$ cat src/rtl/multicycle_alu.sv
// multicycle_alu: single-cycle logic/arithmetic ops plus iterative radix-2
// multiply and restoring divide, behind a valid/ready handshake. Results and
// flags are registered and held until the consumer takes them.
module multicycle_alu #(
  parameter int WIDTH = 32
) (
  input  logic             clock,
  input  logic             reset,
  input  logic             in_valid,
  output logic             in_ready,
  input  logic [3:0]       alucontrol,
  input  logic [WIDTH-1:0] SrcA,
  input  logic [WIDTH-1:0] SrcB,
  output logic             out_valid,
  input  logic             out_ready,
  output logic [WIDTH-1:0] result,
  output logic [WIDTH-1:0] result_hi,
  output logic             zero,
  output logic             overflow,
  output logic             div_by_zero
);

  localparam int CW = $clog2(WIDTH + 1);

  localparam logic [3:0] OP_AND  = 4'b0000;
  localparam logic [3:0] OP_OR   = 4'b0001;
  localparam logic [3:0] OP_ADD  = 4'b0010;
  localparam logic [3:0] OP_XOR  = 4'b0011;
  localparam logic [3:0] OP_NOR  = 4'b0100;
  localparam logic [3:0] OP_SLTU = 4'b0101;
  localparam logic [3:0] OP_SUB  = 4'b0110;
  localparam logic [3:0] OP_SLT  = 4'b0111;
  localparam logic [3:0] OP_DIV  = 4'b1010;

  localparam logic [WIDTH-1:0] MIN_VAL = {1'b1, {(WIDTH-1){1'b0}}};

  typedef enum logic [1:0] {IDLE, BUSY, DONE} state_t;

  // Registered state
  state_t           state_q,     state_d;
  logic             is_div_q,    is_div_d;
  logic             neg_lo_q,    neg_lo_d;    // negate product / quotient at the end
  logic             neg_hi_q,    neg_hi_d;    // negate remainder at the end
  logic             ovf_pend_q,  ovf_pend_d;  // DIV MIN / -1 seen at accept
  logic [WIDTH-1:0] mcand_q,     mcand_d;     // multiplicand or divisor magnitude
  logic [WIDTH-1:0] acc_hi_q,    acc_hi_d;    // partial product high / partial remainder
  logic [WIDTH-1:0] acc_lo_q,    acc_lo_d;    // multiplier bits / quotient bits
  logic [CW-1:0]    cnt_q,       cnt_d;
  logic [WIDTH-1:0] res_q,       res_d;
  logic [WIDTH-1:0] res_hi_q,    res_hi_d;
  logic             zero_q,      zero_d;
  logic             ovf_q,       ovf_d;
  logic             dbz_q,       dbz_d;
  logic             out_valid_q, out_valid_d;

  // Operand decode at accept time
  logic             accept;
  logic             is_muldiv;
  logic             is_signed_op;
  logic             div_zero_case;
  logic             a_neg, b_neg;
  logic [WIDTH-1:0] a_mag, b_mag;
  logic [WIDTH-1:0] add_sum, sub_diff;
  logic [WIDTH-1:0] sc_res;
  logic             sc_ovf;

  // Iteration datapath
  logic [WIDTH:0]     mul_sum;
  logic [WIDTH:0]     div_shift;
  logic               div_ok;
  logic [WIDTH-1:0]   div_rem_sub;
  logic [WIDTH-1:0]   iter_hi, iter_lo;
  logic [2*WIDTH-1:0] prod_fix;
  logic [WIDTH-1:0]   quo_fix, rem_fix;

  assign in_ready  = (state_q == IDLE) | ((state_q == DONE) & out_ready);
  assign accept    = in_valid & in_ready;

  assign is_muldiv     = (alucontrol[3:2] == 2'b10);
  assign is_signed_op  = is_muldiv & ~alucontrol[0];
  assign div_zero_case = is_muldiv & alucontrol[1] & (SrcB == '0);
  assign a_neg         = is_signed_op & SrcA[WIDTH-1];
  assign b_neg         = is_signed_op & SrcB[WIDTH-1];
  assign a_mag         = a_neg ? -SrcA : SrcA;
  assign b_mag         = b_neg ? -SrcB : SrcB;

  assign add_sum  = SrcA + SrcB;
  assign sub_diff = SrcA - SrcB;

  // Shift-add step: conditionally add the multiplicand, then shift {hi,lo} right.
  assign mul_sum = {1'b0, acc_hi_q} + (acc_lo_q[0] ? {1'b0, mcand_q} : {(WIDTH+1){1'b0}});

  // Restoring-divide step: shift in the next dividend bit and trial-subtract.
  assign div_shift   = {acc_hi_q, acc_lo_q[WIDTH-1]};
  assign div_ok      = (div_shift >= {1'b0, mcand_q});
  assign div_rem_sub = WIDTH'(div_shift - {1'b0, mcand_q});

  // Single-cycle result and signed-overflow flag from the live operands.
  always_comb begin
    // NOTE: every output of a combinational block gets a default first, so no path can infer a latch.
    sc_res = '0;
    sc_ovf = 1'b0;
    case (alucontrol)
      OP_AND:  sc_res = SrcA & SrcB;
      OP_OR:   sc_res = SrcA | SrcB;
      OP_ADD: begin
        sc_res = add_sum;
        sc_ovf = (SrcA[WIDTH-1] == SrcB[WIDTH-1]) && (add_sum[WIDTH-1] != SrcA[WIDTH-1]);
      end
      OP_XOR:  sc_res = SrcA ^ SrcB;
      OP_NOR:  sc_res = ~(SrcA | SrcB);
      OP_SLTU: sc_res[0] = (SrcA < SrcB);
      OP_SUB: begin
        sc_res = sub_diff;
        sc_ovf = (SrcA[WIDTH-1] != SrcB[WIDTH-1]) && (sub_diff[WIDTH-1] != SrcA[WIDTH-1]);
      end
      OP_SLT:  sc_res[0] = ($signed(SrcA) < $signed(SrcB));
      default: sc_res = '0;
    endcase
  end

  // Next accumulator values for one multiply or divide iteration.
  always_comb begin
    if (is_div_q) begin
      if (div_ok) begin
        iter_hi = div_rem_sub;
        iter_lo = {acc_lo_q[WIDTH-2:0], 1'b1};
      end else begin
        iter_hi = div_shift[WIDTH-1:0];
        iter_lo = {acc_lo_q[WIDTH-2:0], 1'b0};
      end
    end else begin
      {iter_hi, iter_lo} = {mul_sum, acc_lo_q[WIDTH-1:1]};
    end
  end

  // Sign restoration applied to the final iteration's values.
  assign prod_fix = neg_lo_q ? -{iter_hi, iter_lo} : {iter_hi, iter_lo};
  assign quo_fix  = neg_lo_q ? -iter_lo : iter_lo;
  assign rem_fix  = neg_hi_q ? -iter_hi : iter_hi;

  // FSM next-state, operand capture, iteration and result update.
  always_comb begin
    state_d     = state_q;
    is_div_d    = is_div_q;
    neg_lo_d    = neg_lo_q;
    neg_hi_d    = neg_hi_q;
    ovf_pend_d  = ovf_pend_q;
    mcand_d     = mcand_q;
    acc_hi_d    = acc_hi_q;
    acc_lo_d    = acc_lo_q;
    cnt_d       = cnt_q;
    res_d       = res_q;
    res_hi_d    = res_hi_q;
    ovf_d       = ovf_q;
    dbz_d       = dbz_q;
    out_valid_d = out_valid_q;

    case (state_q)
      BUSY: begin
        acc_hi_d = iter_hi;
        acc_lo_d = iter_lo;
        cnt_d    = cnt_q + 1'b1;
        if (cnt_q == CW'(WIDTH - 1)) begin
          if (is_div_q) begin
            res_d    = quo_fix;
            res_hi_d = rem_fix;
            ovf_d    = ovf_pend_q;
          end else begin
            {res_hi_d, res_d} = prod_fix;
            ovf_d             = 1'b0;
          end
          dbz_d       = 1'b0;
          out_valid_d = 1'b1;
          state_d     = DONE;
        end
      end
      default: begin
        if ((state_q == DONE) && out_ready) begin
          out_valid_d = 1'b0;
          state_d     = IDLE;
        end
        if (accept) begin
          if (is_muldiv && !div_zero_case) begin
            is_div_d    = alucontrol[1];
            neg_lo_d    = a_neg ^ b_neg;
            neg_hi_d    = a_neg;
            ovf_pend_d  = (alucontrol == OP_DIV) && (SrcA == MIN_VAL) && (SrcB == '1);
            mcand_d     = b_mag;
            acc_hi_d    = '0;
            acc_lo_d    = a_mag;
            cnt_d       = '0;
            out_valid_d = 1'b0;
            state_d     = BUSY;
          end else if (div_zero_case) begin
            res_d       = '1;
            res_hi_d    = SrcA;
            ovf_d       = 1'b0;
            dbz_d       = 1'b1;
            out_valid_d = 1'b1;
            state_d     = DONE;
          end else begin
            res_d       = sc_res;
            res_hi_d    = '0;
            ovf_d       = sc_ovf;
            dbz_d       = 1'b0;
            out_valid_d = 1'b1;
            state_d     = DONE;
          end
        end
      end
    endcase

    // res_q and zero_q always change together, so zero tracks the held result.
    zero_d = (res_d == '0);
  end

  // State and output registers; reset aborts any operation in flight.
  always_ff @(posedge clock or posedge reset) begin
    if (reset) begin
      state_q     <= IDLE;
      is_div_q    <= 1'b0;
      neg_lo_q    <= 1'b0;
      neg_hi_q    <= 1'b0;
      ovf_pend_q  <= 1'b0;
      mcand_q     <= '0;
      acc_hi_q    <= '0;
      acc_lo_q    <= '0;
      cnt_q       <= '0;
      res_q       <= '0;
      res_hi_q    <= '0;
      zero_q      <= 1'b1;
      ovf_q       <= 1'b0;
      dbz_q       <= 1'b0;
      out_valid_q <= 1'b0;
    end else begin
      // NOTE: sequential state uses non-blocking assignments so every flop samples pre-edge values.
      state_q     <= state_d;
      is_div_q    <= is_div_d;
      neg_lo_q    <= neg_lo_d;
      neg_hi_q    <= neg_hi_d;
      ovf_pend_q  <= ovf_pend_d;
      mcand_q     <= mcand_d;
      acc_hi_q    <= acc_hi_d;
      acc_lo_q    <= acc_lo_d;
      cnt_q       <= cnt_d;
      res_q       <= res_d;
      res_hi_q    <= res_hi_d;
      zero_q      <= zero_d;
      ovf_q       <= ovf_d;
      dbz_q       <= dbz_d;
      out_valid_q <= out_valid_d;
    end
  end

  assign result      = res_q;
  assign result_hi   = res_hi_q;
  assign zero        = zero_q;
  assign overflow    = ovf_q;
  assign div_by_zero = dbz_q;
  assign out_valid   = out_valid_q;

endmodule
$ cat config.mk
export PLATFORM = sky130hd
export DESIGN_NAME = multicycle_alu
export DESIGN_NICKNAME = d
export VERILOG_FILES = /design/src/rtl/multicycle_alu.sv
export SDC_FILE = /design/constraint.sdc
export NUM_CORES = 1
export LEC_CHECK = 0
export CAP_MARGIN = 20
export CELL_PAD_IN_SITES_DETAIL_PLACEMENT = 0
export CELL_PAD_IN_SITES_GLOBAL_PLACEMENT = 1
export CORE_MARGIN = 1
export CORE_UTILIZATION = 35
export CTS_BUF_LIST = sky130_fd_sc_hd__clkbuf_8
export CTS_CLUSTER_SIZE = 12
export DETAILED_ROUTE_END_ITERATION = 7
export HOLD_SLACK_MARGIN = 0.02
export PLACE_DENSITY = 0.65
export SLEW_MARGIN = 20
export SYNTH_ARGS = -nofsm -noshare
export SYNTH_HDL_FRONTEND = slang
export SYNTH_SLANG_ARGS = --single-unit
$ cat constraint.sdc
create_clock -name clock -period 6.95 [get_ports clock]
set_clock_uncertainty 0.05 [all_clocks]
set_input_delay 0.695 -clock clock [delete_from_list [all_inputs] [get_ports clock]]
set_output_delay 0.695 -clock clock [all_outputs]
set_load 0.01 [all_outputs]
==> qor.csv, run 1 <==
metric,value,unit
area_growth,13.6,%
ys_warn_count,0,
syn_area,20900,µm²
tightest_slew,1010,ps
io_buffers,140,
io_pins,141,
leakage,0.00980,µW
grt_max_degree,103,
crit_path_end_kind,flop,
finalSetupViolations,0,
clock_latency,520,ps
die-width,247,µm
drc_errors,0,
dieArea,60800,µm²
yosys-top-cells-area,"dfrtp_1, ha_1, o21ai_0",
synthMostInstantiatedCell,nand2_1,
ys_types,93,
syn-num-nets,3067,
ant_nets,0,
finalCriticalPeriod,5850,ps
cts_root_buf,clkbuf_8,
final_cell_area,23800,µm²
fmax,171,MHz
grt-ovfl-total,0,
routedWlPerCell,27.7,µm
cts-htree-levels,4,
startpoint_type,input port,
synth_seq_area_share,0.209,
antenna_found_initial,4,
synthFlopType,dfrtp_1,
post-place-cells,3651,
synth_area_leader_cell,dfrtp_1,
cap_violations,0,
hold_path_class,reg2reg,
dpl.hpwl,80.9,mm
vias_per_cell,6.29,
peakVddDrop,0.000215,V
min_path_cells,1,
finalSetupTns,0,ps
post_cts_resized,0,
tritoncts,built,
async_flop_share,1.00,
final_cell_count_no_fill,3686,
route.vias.total,23200,
grt_pass1_vias,22400,
hold_violations,0,
ctsHoldBuffers,0,
synthCells,2826,
cts_sinks,175,
cp.required,7340,ps
first_pass_iters,6,
avgSynthCellArea,7.41,µm²
synth-seq-cells,175,
synthTopCellsByCount,"nand2_1, o21ai_0, a21oi_1",
slew_viol_final,0,
slew_headroom,0.326,
grt_usage,0.334,
drt-total-wl,102,mm
start_util,0.355,
power.total,10000,µW
core,59000,µm²
status,completed,
cellPowerDensity,421,nW/µm²
grt_pass1_wl,151,mm
path_clk_slew,110,ps
r2r_cells,18,
place_area,23400,µm²
post_cts_buffers,0,
nNetsFinal,3138,
synth_top_area_share,0.208,
dr.first_iter.drc_count,2325,
worstSetupPathType,in2reg,
post-route-period-util,0.841,
numCtsBuffers,17,
holdWs,443,ps
synth-edff-count,0,
cp.arrival,6240,ps
die_h,247,µm
clock_path_buffers,2,
path_max_fanout,7,
drive_gt1_frac,0.0674,
rsz0062_at_grt,no,
gp_congestion,0.984,
rows,89,
## placed cells by master, fill, tap and decap left out, drive strengths merged, types with 37 or more instances in the layout
master         instances
clkdlybuf4s50        140
ha                   165
a211oi                39
nor3                  61
a22oi                 44
o21ai                247
o31ai                 38
a31oi                 51
nand3                 97
inv                  169
nand2                266
xnor2                122
dfrtp                174
a21oi                240
nor2                 211
nor4                  41
a21o                  46
buf                   83
mux2i                 37
o221ai                39
nand4                 52
and2                  56
## state kept, by name, summed over array words and instances (netlist names), 2 cells and up
signal,flops
acc_hi_q,32
result_hi,32
cnt_q,6
mcand_q,32
result,32
acc_lo_q,32
state_q,2
## cell type report
| class | count | area, µm² |
|---|---|---|
| Multi-Input combinational cell | 2311 | 15300 |
| Clock inverter | 14 | 168 |
| Clock buffer | 18 | 248 |
| Tap cell | 773 | 967 |
| Inverter | 169 | 642 |
| Fill cell | 6221 | 35200 |
| Sequential cell | 175 | 4380 |
| Timing Repair Buffer | 223 | 2030 |
| Antenna cell | 3 | 7.51 |
## power breakdown
| part | total, µW | switching, µW | internal (µW) |
|---|---|---|---|
| Sequential | 2010 | 564 | 1450 |
| Combinational | 7210 | 4510 | 2700 |
| Clock | 791 | 428 | 364 |
| Total | 10000 | 5500 | 4510 |
## worst max-delay path: stages
cell	delay, ps
clkdlybuf4s50_1	690
inv_1	150
ha_1	260
inv_1	70
fa_1	210
nand2b_1	90
a221o_1	360
a211oi_1	750
nor4_1	110
a311oi_1	370
a21oi_1	120
a221o_1	280
or3_1	430
nand3b_1	180
nor4_1	480
nand4bb_1	290
or4_1	550
nor4_2	140
## through the flow
step                 util  setup WS (ps)
floorplan               -           1460
detailed placement  0.396            589
global route        0.403            912
CTS                 0.403           1120
global placement    0.396            737
finish              0.403           1100
## kinds of logic (layout without fill, tap and decap cells)
kind of cell,Yosys count,count (layout),share of synthesized area
AO/OA/AOI/OAI,1015,1015,0.320
AND/OR/NAND/NOR,924,924,0.216
buffers and inverters,340,424,0.0629
flip-flops,175,175,0.209
adder cells (fa/ha/maj),169,169,0.102
XOR/XNOR,154,154,0.0644
multiplexers,49,49,0.0243
other,0,3,0
## routing by layer
layer  track usage  wire length, µm
met3        0.0431             6940
met1         0.467            45500
met5             0                0
met2         0.518            45500
met4         0.127             4010
## worst paths after layout
check / from / endpoint / slack, ps
worst max-delay path: SrcA[0] / zero$_DFF_PP1_ / 1100
min in group asynchronous: reset / acc_hi_q[4]$_DFFE_PP0P_ / 630
worst min register to register: div_by_zero$_DFFE_PP0P_ / div_by_zero$_DFFE_PP0P_ / 440
max in group asynchronous: reset / mcand_q[17]$_DFFE_PP0P_ / 4910
worst max register to register: mcand_q[1]$_DFFE_PP0P_ / result_hi[27]$_DFFE_PP0P_ / 1250
worst min-delay path: div_by_zero$_DFFE_PP0P_ / div_by_zero$_DFFE_PP0P_ / 440
Note: power is estimated with default switching activity, not from simulation.
==> run 2: changes to the inputs <==
==> constraint.sdc (replaced) <==
create_clock -name clock -period 5.8 [get_ports clock]
set_clock_uncertainty 0.05 [all_clocks]
set_input_delay 0.58 -clock clock [delete_from_list [all_inputs] [get_ports clock]]
set_output_delay 0.58 -clock clock [all_outputs]
set_load 0.01 [all_outputs]
==> run 2 against run 1 <==
Via count up 3.3%. Cell count rose by 2.8%. Core utilization is 1.4 points higher. Highest routed layer is now met5. Largest cell class unchanged.
==> qor.csv, run 2 (synthesized netlist as in run 1, its figures left out) <==
metric,value,unit,change
post-place-cells,3755,,+2.8%
leakage,0.0103,µW,+5.2%
dr.first_iter.drc_count,2257,,-2.9%
gp_congestion,0.974,,-0.96%
cellPowerDensity,496,nW/µm²,+18%
clock_latency,520,ps,about the same
route.vias.total,23900,,+3.3%
finalCriticalPeriod,5300,ps,
slowest_delay,560,ps,-190 ps
grt_pass1_wl,154,mm,+2.1%
fmax,189,MHz,
die_h,247,µm,unchanged
drt-total-wl,106,mm,+3.7%
cts_sinks,175,,unchanged
io_pins,141,,unchanged
drc_errors,0,,unchanged
crit_chain,clkdlybuf4s50_1 -> inv_1 -> ha_1 -> inv_1 -> fa_1 -> nand2b_1 -> a221o_1 -> a211oi_1 -> nor4_1 -> a311oi_1 -> a21oi_1 -> a221o_1 -> or3_1 -> nand3b_1 -> nor4_1 -> buf_4 -> nand4bb_1 -> or4_1 -> nor4_2,,
antenna_found_initial,4,,unchanged
status,completed,,
min_path_cells,1,,unchanged
core,59000,µm²,unchanged
grt_usage,0.343,,+0.00917
nNetsFinal,3242,,+3.3%
grt_pass1_vias,22700,,+1.6%
first_pass_iters,6,,unchanged
rsz0062_at_grt,no,,
cp.required,6200,ps,-1140 ps
slew_headroom,0.290,,-0.0360
fillers,6260,,+0.63%
r2r_cells,16,,-2
slew_viol_final,0,,unchanged
post-route-period-util,0.914,,
path_clk_slew,120,ps,about the same
grt_max_degree,80,,-22%
cp.arrival,5700,ps,-540 ps
numCtsBuffers,17,,unchanged
cts-htree-levels,4,,unchanged
whs_endpoint,div_by_zero$_DFFE_PP0P_,,
area_growth,17.4,%,
hold_violations,0,,unchanged
reg2reg_from,mcand_q[7]$_DFFE_PP0P_,,
dieArea,60800,µm²,unchanged
final_common_cell,nand2_1,,
ant_nets,0,,unchanged
finalSetupTns,0,ps,unchanged
routedWlPerCell,27.9,µm,+0.90%
final_cell_count_no_fill,3788,,+2.8%
grt-ovfl-total,0,,unchanged
post_cts_buffers,0,,unchanged
worstSetupPathType,in2reg,,
final_cell_mix,"nand2_1, o21ai_0, a21oi_1, nor2_1, buf_4",,
ff2ff_setup_slack,550,ps,-700 ps
rows,89,,unchanged
vias_per_cell,6.32,,+0.49%
tritoncts,built,,
cap_violations,0,,unchanged
ctsHoldBuffers,0,,unchanged
cts_root_buf,clkbuf_8,,
drive_gt1_frac,0.0995,,+0.0322
min_from,div_by_zero$_DFFE_PP0P_,,
tightest_slew,1060,ps,+50.1 ps
start_util,0.355,,unchanged
die-width,247,µm,unchanged
startpoint_type,input port,,
crit_path_end_kind,flop,,
finalSetupViolations,0,,unchanged
io_buffers,140,,unchanged
critPathSlowestCell,or4_1,,
peakVddDrop,0.000272,V,+27%
r2r_end,zero$_DFF_PP1_,,
post_cts_resized,0,,unchanged
clock_path_buffers,2,,unchanged
power.total,12200,µW,+22%
dpl.hpwl,84.4,mm,+4.4%
hold_path_class,reg2reg,,
path_max_fanout,3,,-4
[run 2: cell types whose count changed in the layout (fill, tap and decap cells not counted), moves of 3 or more]
cell      before  now
clkinv_2       4    1
clkinv_4       4    1
inv_6          0    7
buf_12         0    4
buf_4         82  183
[run 2: power breakdown]
part           leakage [µW]  switching [µW]  internal, µW  total, µW
sequential          0.00221             653          1730       2390
combinational       0.00791            5480          3420       8910
clock              0.000189             544           354        898
[run 2: routing by layer]
layer  vias to the layer above  GRT usage  share of wire
li1                      10800          -              -
met3                       185     0.0505          0.075
met1                     11800      0.472           0.44
met2                      1163      0.538           0.44
met4                         2      0.125          0.040
met5                         -          0        0.00012
[run 2: how the worst max path moves through the flow]
stage / start / to / slack, ps
after detailed placement: SrcA[0] / zero$_DFF_PP1_ / 70
after CTS: acc_hi_q[29]$_DFFE_PP0P_ / result_hi[28]$_DFFE_PP0P_ / 580
after global routing: mcand_q[1]$_DFFE_PP0P_ / zero$_DFF_PP1_ / 270
after global placement: SrcA[0] / zero$_DFF_PP1_ / 150
after floorplan: reset / acc_hi_q[0]$_DFFE_PP0P_ / 430
final: SrcA[0] / zero$_DFF_PP1_ / 500
[run 2: area by class of cell]
| cell class | count | area [µm²] | share of cell area |
|---|---|---|---|
| Timing Repair Buffer | 327 | 2860 | 0.116 |
| Clock inverter | 15 | 150 | 0.00611 |
| Sequential cell | 175 | 4380 | 0.178 |
| Multi-Input combinational cell | 2311 | 15300 | 0.624 |
| Antenna cell | 1 | 2.50 | 0.000102 |
| Clock buffer | 17 | 234 | 0.00952 |
| Tap cell | 773 | 967 | 0.0394 |
| Inverter | 169 | 642 | 0.0261 |
[run 2: metrics by stage]
stage | hold slack (ps) | setup slack, ps | instance area, µm² | utilization
finish | 443 | 499 | 24600 | 0.416
global route | 481 | 272 | 24600 | 0.416
floorplan | 401 | 426 | 20900 | -
detailed placement | 424 | 74.6 | 24200 | 0.410
CTS | 447 | 585 | 24600 | 0.416
global placement | 413 | 149 | 24200 | 0.410
[run 2: critical path: cells and delay by family]
kind | cells | cell delay (ps)
AND/OR/NAND/NOR | 8 | 2060
AO/OA/AOI/OAI | 5 | 1790
adder cells (fa/ha/maj) | 2 | 450
buffers and inverters | 4 | 800
==> run 3: changes to the inputs <==
==> constraint.sdc (replaced) <==
create_clock -name clock -period 5.8 [get_ports clock]
set_clock_uncertainty 0.05 [all_clocks]
set_input_delay 0.58 -clock clock [delete_from_list [all_inputs] [get_ports clock]]
set_output_delay 0.58 -clock clock [all_outputs]
set_load 0.1 [all_outputs]
==> results of run 3 <==
Same layout as run 2 (identical final DEF). Status: completed.
Main changes from that run: total power 12200 µW -> 13700 µW; worst IR drop on VDD 0.000272 V -> 0.000377 V
